## config.mk

```make
export PLATFORM = sky130hd
export DESIGN_NAME = ram_loader
export DESIGN_NICKNAME = d
export VERILOG_FILES = /design/src/rtl/ram_loader.sv
export SDC_FILE = /design/constraint.sdc
export NUM_CORES = 1
export LEC_CHECK = 0
export BUFFER_PORTS_ARGS = -buffer_cell sky130_fd_sc_hd__buf_2
export CAP_MARGIN = 20
export CORE_MARGIN = 2
export CORE_UTILIZATION = 50
export DETAILED_ROUTE_END_ITERATION = 16
export PLACE_DENSITY = 0.68
export SLEW_MARGIN = 20
export SYNTH_ARGS = -nofsm -noshare
export SYNTH_HDL_FRONTEND = slang
export SYNTH_SLANG_ARGS = --single-unit
```

## constraint.sdc

```tcl
create_clock -name clk -period 4.9 [get_ports clk]
set_input_delay 0.245 -clock clk [delete_from_list [all_inputs] [get_ports clk]]
set_output_delay 0.245 -clock clk [all_outputs]
set_load 0.02 [all_outputs]
```

## src/rtl/ram_loader.sv

```systemverilog
// ram_loader: receives a length-prefixed, XOR-checksummed byte stream and writes it
// into RAM as 32-bit little-endian words starting at base_addr.
module ram_loader #(
    parameter int num_kbytes = 128,
    parameter int base_addr  = 0,
    localparam int aw = $clog2(num_kbytes * 1024)
) (
    input  logic          clk,
    input  logic          rst,
    input  logic          start_i,
    input  logic          in_valid_i,
    input  logic [7:0]    in_data_i,
    output logic          in_ready_o,
    output logic          ram_en_o,
    output logic          ram_wr_o,
    output logic          ram_be_o,
    output logic [aw-1:0] ram_addr_o,
    output logic [31:0]   ram_wdata_o,
    output logic          busy_o,
    output logic          done_o,
    output logic          err_o
);
    typedef enum logic [2:0] {IDLE, LEN, DATA, WRITE, CSUM, DONE, ERR} state_t;
    localparam logic [31:0] limit = 32'(num_kbytes * 1024 - base_addr);
    state_t        state_q, state_d;
    logic [31:0]   len_q, len_d, cnt_q, cnt_d, word_q, word_d, n_full;
    logic [aw-1:0] addr_q, addr_d, ram_addr_q;
    logic [7:0]    csum_q, csum_d;
    logic [31:0]   ram_wdata_q;
    logic          in_ready_q, wr_q, busy_q, done_q, err_q, acc;
    assign acc    = in_valid_i && in_ready_q;
    assign n_full = {in_data_i, len_q[31:8]};
    always_comb begin
        state_d = state_q;
        len_d   = len_q;
        cnt_d   = cnt_q;
        word_d  = word_q;
        addr_d  = addr_q;
        csum_d  = csum_q;
        case (state_q)
            IDLE, DONE, ERR: if (start_i) begin
                state_d = LEN;
                len_d   = '0;
                cnt_d   = '0;
                word_d  = '0;
                addr_d  = aw'(base_addr);
                csum_d  = '0;
            end
            LEN: if (acc) begin
                len_d = n_full;
                cnt_d = cnt_q == 32'd3 ? '0 : cnt_q + 32'd1;
                if (cnt_q == 32'd3)
                    state_d = n_full > limit ? ERR : n_full == '0 ? CSUM : DATA;
            end
            DATA: if (acc) begin
                word_d  = word_q | (32'(in_data_i) << {cnt_q[1:0], 3'b000});
                csum_d  = csum_q ^ in_data_i;
                cnt_d   = cnt_q + 32'd1;
                state_d = (cnt_q[1:0] == 2'd3 || cnt_q == len_q - 32'd1) ? WRITE : DATA;
            end
            WRITE: begin
                addr_d  = addr_q + aw'(4);
                word_d  = '0;
                state_d = cnt_q == len_q ? CSUM : DATA;
            end
            CSUM: if (acc) state_d = in_data_i == csum_q ? DONE : ERR;
            default: state_d = IDLE;
        endcase
    end
    // Outputs are registered from the next state so they line up with state_q.
    always_ff @(posedge clk) begin
        if (rst) begin
            state_q     <= IDLE;
            len_q       <= '0;
            cnt_q       <= '0;
            word_q      <= '0;
            addr_q      <= '0;
            csum_q      <= '0;
            in_ready_q  <= 1'b0;
            wr_q        <= 1'b0;
            busy_q      <= 1'b0;
            done_q      <= 1'b0;
            err_q       <= 1'b0;
            ram_addr_q  <= '0;
            ram_wdata_q <= '0;
        end else begin
            state_q     <= state_d;
            len_q       <= len_d;
            cnt_q       <= cnt_d;
            word_q      <= word_d;
            addr_q      <= addr_d;
            csum_q      <= csum_d;
            in_ready_q  <= state_d inside {LEN, DATA, CSUM};
            wr_q        <= state_d == WRITE;
            busy_q      <= state_d inside {LEN, DATA, WRITE, CSUM};
            done_q      <= state_d == DONE;
            err_q       <= state_d == ERR;
            ram_addr_q  <= state_d == WRITE ? addr_d : '0;
            ram_wdata_q <= state_d == WRITE ? word_d : '0;
        end
    end
    // A reset landing on a WRITE cycle must suppress that write immediately.
    assign ram_en_o    = wr_q & ~rst;
    assign ram_wr_o    = wr_q & ~rst;
    assign ram_be_o    = 1'b0;
    assign ram_addr_o  = ram_addr_q;
    assign ram_wdata_o = ram_wdata_q;
    assign in_ready_o  = in_ready_q;
    assign busy_o      = busy_q;
    assign done_o      = done_q;
    assign err_o       = err_q;
endmodule

```

# After elaboration in Yosys (flattened, before gate mapping)
# Cells that the tools add are included.
[op_classes]
eq_ne = 20
n_mux = 26
reduce_logical = 14
bitwise = 5
add_sub_neg = 3
n_lt_le_gt_ge = 1
shifts = 1
[ops]
columns = ["cell", "count"]
rows = [
  ["32-bit 2-to-1 mux", 7],
  ["32-bit case mux with 3 select lines", 2],
  ["32-bit equality test", 2],
  ["32-bit case mux with 2 select lines", 1],
  ["17-bit case mux with 2 select lines", 1],
  ["32-bit by 1-bit adder with 32-bit output (second input constant)", 1],
  ["32-bit by 2-bit equality test with 1-bit output (second input constant)", 1],
  ["32-bit by 18-bit greater-than comparator with 1-bit output (second input constant)", 1],
  ["32-bit zero test", 1],
  ["32-bit bitwise OR", 1],
  ["8-bit by 5-bit << shifter with 32-bit output", 1],
  ["32-bit by 1-bit subtractor with 32-bit output (second input constant)", 1],
  ["3-bit 2-to-1 mux", 8],
  ["3-bit equality test (second input constant)", 6],
  ["17-bit by 3-bit adder with 17-bit output (second input constant)", 1],
  ["17-bit 2-to-1 mux", 1],
  ["8-bit 2-to-1 mux", 2],
  ["8-bit case mux with 2 select lines", 1],
  ["3-bit case mux with 5 select lines", 1],
  ["3-bit by 2-bit equality test with 1-bit output (second input constant)", 4],
  ["8-bit equality test", 1],
  ["8-bit bitwise XOR", 1],
  ["3-bit by 1-bit equality test with 1-bit output (second input constant)", 2],
  ["2-bit != test (second input constant)", 3],
  ["15 further kinds", 19],
]
[totals]
output_inout_bits = 56
register_bits = 178
elab_cells = 83
inputBits = 12

# Logic depth before layout (Yosys ltp)
[depth]
ltp_word = 9
mapped_depth = 14
mapped_depth_nobuf = 10

# Worst setup path before layout
# OpenSTA, ideal clock, no wires.
[synth_path]
path_type = "reg-to-reg"
start = "register len_q[4]"
end = "register ram_wdata_q[12], in the netlist ram_wdata_o[12]"
required_ns = 4.832
path_buffers = 4
synth_period_minus_slack_ns = 3.226
setup_time_ns = 0.068
path_slack_ns = 1.674
stages_incl_launch_ff = 12
arrival_time_ns = 3.158
path_cell_list = "dfxtp_1 -> buf_2 -> or4_1 -> buf_2 -> or4_4 -> or4_1 -> a2111oi_2 -> and4bb_1 -> o21ai_1 -> buf_6 -> buf_6 -> nor2_1"
[synth_between]
elab_chain_cells = 9
word_cells_on_any_way = 11
classes_between = "add/sub (1); eq/ne (3); mux (4); bitwise (1); reduce/logical (2)"
[synth_lines]
columns = ["item", "line_no", "rtl"]
rows = [
  ["start: declaration", "26", "logic [31:0] len_q, len_d, cnt_q, cnt_d, word_q, word_d, n_full;"],
  ["start signal: assignment", "88", "len_q <= len_d;"],
  ["32-bit by 1-bit subtractor with 32-bit output", "59", "state_d = (cnt_q[1:0] == 2'd3 || cnt_q == len_q - 32'd1) ? WRITE : DATA;"],
  ["32-bit equality test", "59", ""],
  ["1-bit logical OR", "59", ""],
  ["1-bit 2-to-1 mux", "59", ""],
  ["3-bit 2-to-1 mux", "55", "DATA: if (acc) begin"],
  ["3-bit case mux with 5 select lines *", "40", "case (state_q)"],
  ["3-bit by 2-bit equality test with 1-bit output *", "99", "ram_wdata_q <= state_d == WRITE ? word_d : '0;"],
  ["1-bit NOT (no source line) *", "n/a", ""],
  ["2-bit OR reduction (no source line) *", "n/a", ""],
  ["end signal: assignment", "99", ""],
  ["end: declaration", "29", "logic [31:0] ram_wdata_q;"],
]
# Mark *: on every way between the ends. The rest lies on a longest branch, timed or not.
# A chain may end at the register's enable or synchronous reset.

# Worst setup path in the final report
[layout_path]
start = "register len_q[0]"
end = "register ram_addr_q[3], in the netlist ram_addr_o[3]"
[layout_between]
elab_chain_cells = 9
word_cells_on_any_way = 11
classes_between = "add/sub (1); eq/ne (3); mux (4); bitwise (1); reduce/logical (2)"
[layout_lines]
columns = ["item", "line_no", "rtl"]
rows = [
  ["32-bit by 1-bit subtractor with 32-bit output", "59", ""],
  ["32-bit equality test", "59", ""],
  ["1-bit logical OR", "59", ""],
  ["1-bit 2-to-1 mux", "59", ""],
  ["3-bit 2-to-1 mux", "55", ""],
  ["3-bit case mux with 5 select lines *", "40", ""],
  ["3-bit by 2-bit equality test with 1-bit output *", "98", "ram_addr_q <= state_d == WRITE ? addr_d : '0;"],
  ["1-bit NOT (no source line) *", "n/a", ""],
  ["2-bit OR reduction (no source line) *", "n/a", ""],
  ["end signal: assignment", "98", ""],
  ["end: declaration", "27", "logic [aw-1:0] addr_q, addr_d, ram_addr_q;"],
]
# Marked as above.

==> report_table.html <==
<table>
<tr><th>Metric</th><th>Value</th></tr>
<tr><th colspan="2">Clock network</th></tr>
<tr><td>Cts bufs inserted</td><td>17</td></tr>
<tr><td>H-tree levels</td><td>4</td></tr>
<tr><td>TritonCTS clock tree</td><td>built</td></tr>
<tr><td>Post-CTS resize count</td><td>0</td></tr>
<tr><td>Clock Sinks</td><td>around 180</td></tr>
<tr><td>Maximum clock insertion buffer count</td><td>2</td></tr>
<tr><td>Total setup buffers inserted after CTS</td><td>0</td></tr>
<tr><td>Clock tree root driver cell</td><td>clkbuf_16</td></tr>
<tr><td>Insertion delay of the later-clocked pin in the worst-skew pair</td><td>440 ps</td></tr>
<tr><td>Clock-pin transition on the worst setup and hold timing paths</td><td>80 ps</td></tr>
<tr><td>Cts-stage hold buffer count</td><td>0</td></tr>
<tr><th colspan="2">Global routing</th></tr>
<tr><td>Antenna violations before repair</td><td>0</td></tr>
<tr><td>Wire length of the first global-routing pass</td><td>32600 um</td></tr>
<tr><td>Global-route usage over all layers</td><td>0.244</td></tr>
<tr><td>Largest net degree at the start of global routing</td><td>63</td></tr>
<tr><td>Vias in the first global route</td><td>just over 6k</td></tr>
<tr><td>GR Overflow Total</td><td>0</td></tr>
<tr><th colspan="2">Yosys</th></tr>
<tr><td>Synth Net Count</td><td>about 1000</td></tr>
<tr><td>Flops &amp; latches, synth</td><td>about 180</td></tr>
<tr><td>Proportion of synthesized chip area in sequential cells</td><td>0.444</td></tr>
<tr><td>Netlist area before placement</td><td>8030 sq um</td></tr>
<tr><td>Count of warnings emitted by yosys</td><td>0</td></tr>
<tr><td>Number of instances in the synthesized netlist</td><td>slightly below 1k</td></tr>
<tr><td>Library cells used by synthesis</td><td>65</td></tr>
<tr><td>Dominant synthesized flop cell</td><td>dfxtp_1</td></tr>
<tr><td>Post-synthesis async set-or-reset flop share</td><td>0</td></tr>
<tr><td>Synthesized area divided by synthesized cell count</td><td>approximately 8.2 sq um</td></tr>
<tr><td>Count of flip-flops with a built-in enable after synthesis</td><td>0</td></tr>
<tr><th colspan="2">Worst hold path</th></tr>
<tr><td>Path category of the worst min-delay check</td><td>input pin to flop</td></tr>
<tr><td>Startpoint of the lowest-slack hold path</td><td>in_data_i[1]</td></tr>
<tr><td>Number of stages on the worst hold path</td><td>3</td></tr>
<tr><td>Hold worst-path end</td><td>len_q[25]$_SDFFE_PP0P_</td></tr>
<tr><th colspan="2">Pwr</th></tr>
<tr><td>Post-layout power</td><td>3010 uW</td></tr>
<tr><td>VDD IR-drop max</td><td>~250 uV</td></tr>
<tr><td>Pwr per Cell Area</td><td>332 nW/um^2</td></tr>
<tr><td>Cell leakage power</td><td>0.00346 uW</td></tr>
<tr><th colspan="2">Critical path</th></tr>
<tr><td>Highest net fanout along the worst path</td><td>48</td></tr>
<tr><td>CP arrival</td><td>about 3900 ps</td></tr>
<tr><td>Nature of the critical path endpoint</td><td>flop</td></tr>
<tr><td>Flop2flop setup slack</td><td>1330 ps</td></tr>
<tr><td>Cell count of the worst reg-to-reg path</td><td>11</td></tr>
<tr><td>Critical path class</td><td>flop to flop</td></tr>
<tr><td>Worst R2R End</td><td>ram_addr_o[3]$_SDFF_PP0_</td></tr>
<tr><td>Required time of the critical path</td><td>approximately 5300 ps</td></tr>
<tr><td>Launch point of the worst reg-to-reg path</td><td>len_q[0]$_SDFFE_PP0P_</td></tr>
<tr><td>Worst setup SP type</td><td>flop</td></tr>
<tr><th colspan="2">Status</th></tr>
<tr><td>Outcome</td><td>complete, no violations</td></tr>
<tr><th colspan="2">Floorplan</th></tr>
<tr><td>Area of the core region</td><td>around 16000 sq um</td></tr>
<tr><td>Height of the die</td><td>around 130 um</td></tr>
<tr><td>Number of placement rows</td><td>46</td></tr>
<tr><td>Number of placed I/O pins</td><td>68</td></tr>
<tr><td>Initial core utilization</td><td>0.509</td></tr>
<tr><td>Die area</td><td>between 15000 and 20000 sq um</td></tr>
<tr><td>Chip width</td><td>roughly 130 um</td></tr>
<tr><th colspan="2">STA</th></tr>
<tr><td>Count of final hold-check violations</td><td>0</td></tr>
<tr><td>Slew at the pin with the worst max-slew slack</td><td>980 ps</td></tr>
<tr><td>Final slew viol count</td><td>0</td></tr>
<tr><td>Worst slew slack as a fraction of its limit</td><td>0.342</td></tr>
<tr><td>Setup total negative slack</td><td>0 ps</td></tr>
<tr><td>Worst setup skew after layout</td><td>16.9 ps</td></tr>
<tr><td>Final worst path period need</td><td>approximately 3600 ps</td></tr>
<tr><td># setup viols final</td><td>0</td></tr>
<tr><td>Highest clock frequency the design can meet</td><td>around 280 MHz</td></tr>
<tr><td>RSZ-0062 raised after global routing</td><td>no</td></tr>
<tr><td>Period utilization</td><td>0.729</td></tr>
<tr><th colspan="2">Placement</th></tr>
<tr><td>DP Wirelength</td><td>13800 um</td></tr>
<tr><td>Count of placed standard cells including taps</td><td>between 1k and 1.5k</td></tr>
<tr><td>I/O Buffers</td><td>66</td></tr>
<tr><td>Weighted congestion reported at the end of routability-driven placement</td><td>around 0.95</td></tr>
<tr><th colspan="2">Route</th></tr>
<tr><td>Average via count per standard cell</td><td>roughly 5.7</td></tr>
<tr><td>Sum of routed wire length over all layers</td><td>20600 um</td></tr>
<tr><td>1st-iter DRT viols</td><td>between 600 and 700</td></tr>
<tr><td>Drt drc</td><td>0</td></tr>
<tr><td>Final routed wire length divided by cell count</td><td>~17 um</td></tr>
<tr><td>DRT Pass-1 Iters</td><td>5</td></tr>
<tr><td>Residual antenna-violating net count after detailed routing</td><td>0</td></tr>
<tr><td>Number of vias in the routed layout</td><td>approximately 7k</td></tr>
<tr><th colspan="2">Final layout</th></tr>
<tr><td>Synth-to-Final Area Change</td><td>13.0%</td></tr>
<tr><td>Most frequent standard cell in the layout excluding fill and tap cells</td><td>dfxtp_1</td></tr>
<tr><td>Number of diodes</td><td>0</td></tr>
<tr><td>Layout fillers</td><td>about 1.5k</td></tr>
<tr><td>Commonest cells after routing, fill and taps aside</td><td>dfxtp_1 (178), nor2_1 (165), a21oi_1 (72)</td></tr>
<tr><td>Fraction of layout instances using a drive strength above 1</td><td>0.123</td></tr>
<tr><td>Number of nets at the end of the flow</td><td>about 1k</td></tr>
<tr><td>Count of non-filler cells in the finished layout</td><td>between 1k and 1.5k</td></tr>
<tr><td>Final core utilization</td><td>0.576</td></tr>
<tr><th colspan="2">Flow run</th></tr>
<tr><td>Count of max-cap constraint violations</td><td>0</td></tr>
</table>
==> worst max path at each step <==
| stage | to | cells past startpoint | startpoint | slack [ps] |
|---|---|---|---|---|
| finish | ram_addr_o[3]$_SDFF_PP0_ | 11 | len_q[0]$_SDFFE_PP0P_ | 1330 |
| global route | ram_addr_o[3]$_SDFF_PP0_ | 11 | len_q[0]$_SDFFE_PP0P_ | 1170 |
| CTS | ram_addr_o[3]$_SDFF_PP0_ | 8 | len_q[4]$_SDFFE_PP0P_ | 1330 |
| detailed placement | ram_wdata_o[7]$_SDFF_PP0_ | 8 | len_q[4]$_SDFFE_PP0P_ | 1380 |
| global placement | ram_wdata_o[7]$_SDFF_PP0_ | 11 | len_q[0]$_SDFFE_PP0P_ | 1440 |
| floorplan | ram_wdata_o[12]$_SDFF_PP0_ | 11 | len_q[4]$_SDFFE_PP0P_ | 1670 |
==> critical path, cell delays in order (launching register included) <==
cell and delay [ps]:
dfxtp_1 360, inv_1 70, ha_1 230, or3b_2 570
or4_1 680, o21ai_0 200, nand4_1 110, a2111oi_2 420
and4bb_1 320, o21ai_4 60, buf_4 290, nor2_1 190
==> metrics by stage <==
| stage | hold slack [ps] | instance area (sq um) | setup WS (ps) |
|---|---|---|---|
| detailed placement | 436 | 8460 | 1380 |
| CTS | 158 | 9080 | 1330 |
| finish | 171 | 9080 | 1330 |
| global route | 172 | 9080 | 1170 |
| global placement | 430 | 8460 | 1440 |
| floorplan | 421 | 8030 | 1670 |
==> cell type report <==
type                       count  area, sq um  area share
timing repair buffer          78          420      0.0463
inverter                      15         56.3     0.00620
sequential                   178         3560       0.393
multi-input combinational    718         4150       0.457
clock inverter                15          195      0.0215
clock buffer                  17          425      0.0469
tap                          216          270      0.0298
==> synth_stat cells, types with 9 or more instances <==
| cell type | count | share of area |
|---|---|---|
| clkbuf_1 | 59 | 0.028 |
| nor3_1 | 24 | 0.015 |
| inv_1 | 14 | 0.0065 |
| a22oi_1 | 20 | 0.019 |
| nand3_1 | 55 | 0.034 |
| nor2_1 | 166 | 0.078 |
| nand2b_1 | 9 | 0.0070 |
| xnor2_1 | 35 | 0.038 |
| nand2_1 | 70 | 0.033 |
| dfxtp_1 | 178 | 0.44 |
| nor2b_1 | 13 | 0.010 |
| nand3b_1 | 14 | 0.013 |
| or4_1 | 13 | 0.012 |
| nor4_1 | 22 | 0.017 |
| xor2_1 | 45 | 0.049 |
| nand4_1 | 14 | 0.011 |
| o21ai_0 | 37 | 0.023 |
| and3_1 | 14 | 0.011 |
| a21oi_1 | 73 | 0.045 |
==> where the power goes <==
group          internal, uW  total, uW  leakage, uW  switching (uW)
clock network           704       1400     0.000298             694
registers              1450       1460      0.00143            12.9
logic                  41.3        152      0.00173             111
==> state kept, by name, summed over array words and instances (netlist names), 3 cells and up <==
register / cells
cnt_q: 32
csum_q: 8
ram_wdata_o: 32
state_q: 3
addr_q: 17
word_q: 32
len_q: 32
ram_addr_o: 17
==> per-layer routing <==
layer,up-vias,routed length [um],GRT usage
li1,3467,-,-
met1,3328,9830,0.348
met2,201,9290,0.374
met3,23,1140,0.0529
met4,0,303,0.0651
met5,-,0,0
==> logic make-up after synthesis <==
family          after synthesis  synth area share
mux                           4           0.00498
flops                       178             0.444
fa+ha+maj                     3           0.00467
other cells                   1          0.000467
xor+xnor                     80            0.0872
buf+inv                      86            0.0444
compound gates              172             0.130
simple gates                458             0.284
Note: power is estimated with default switching activity, not from simulation.
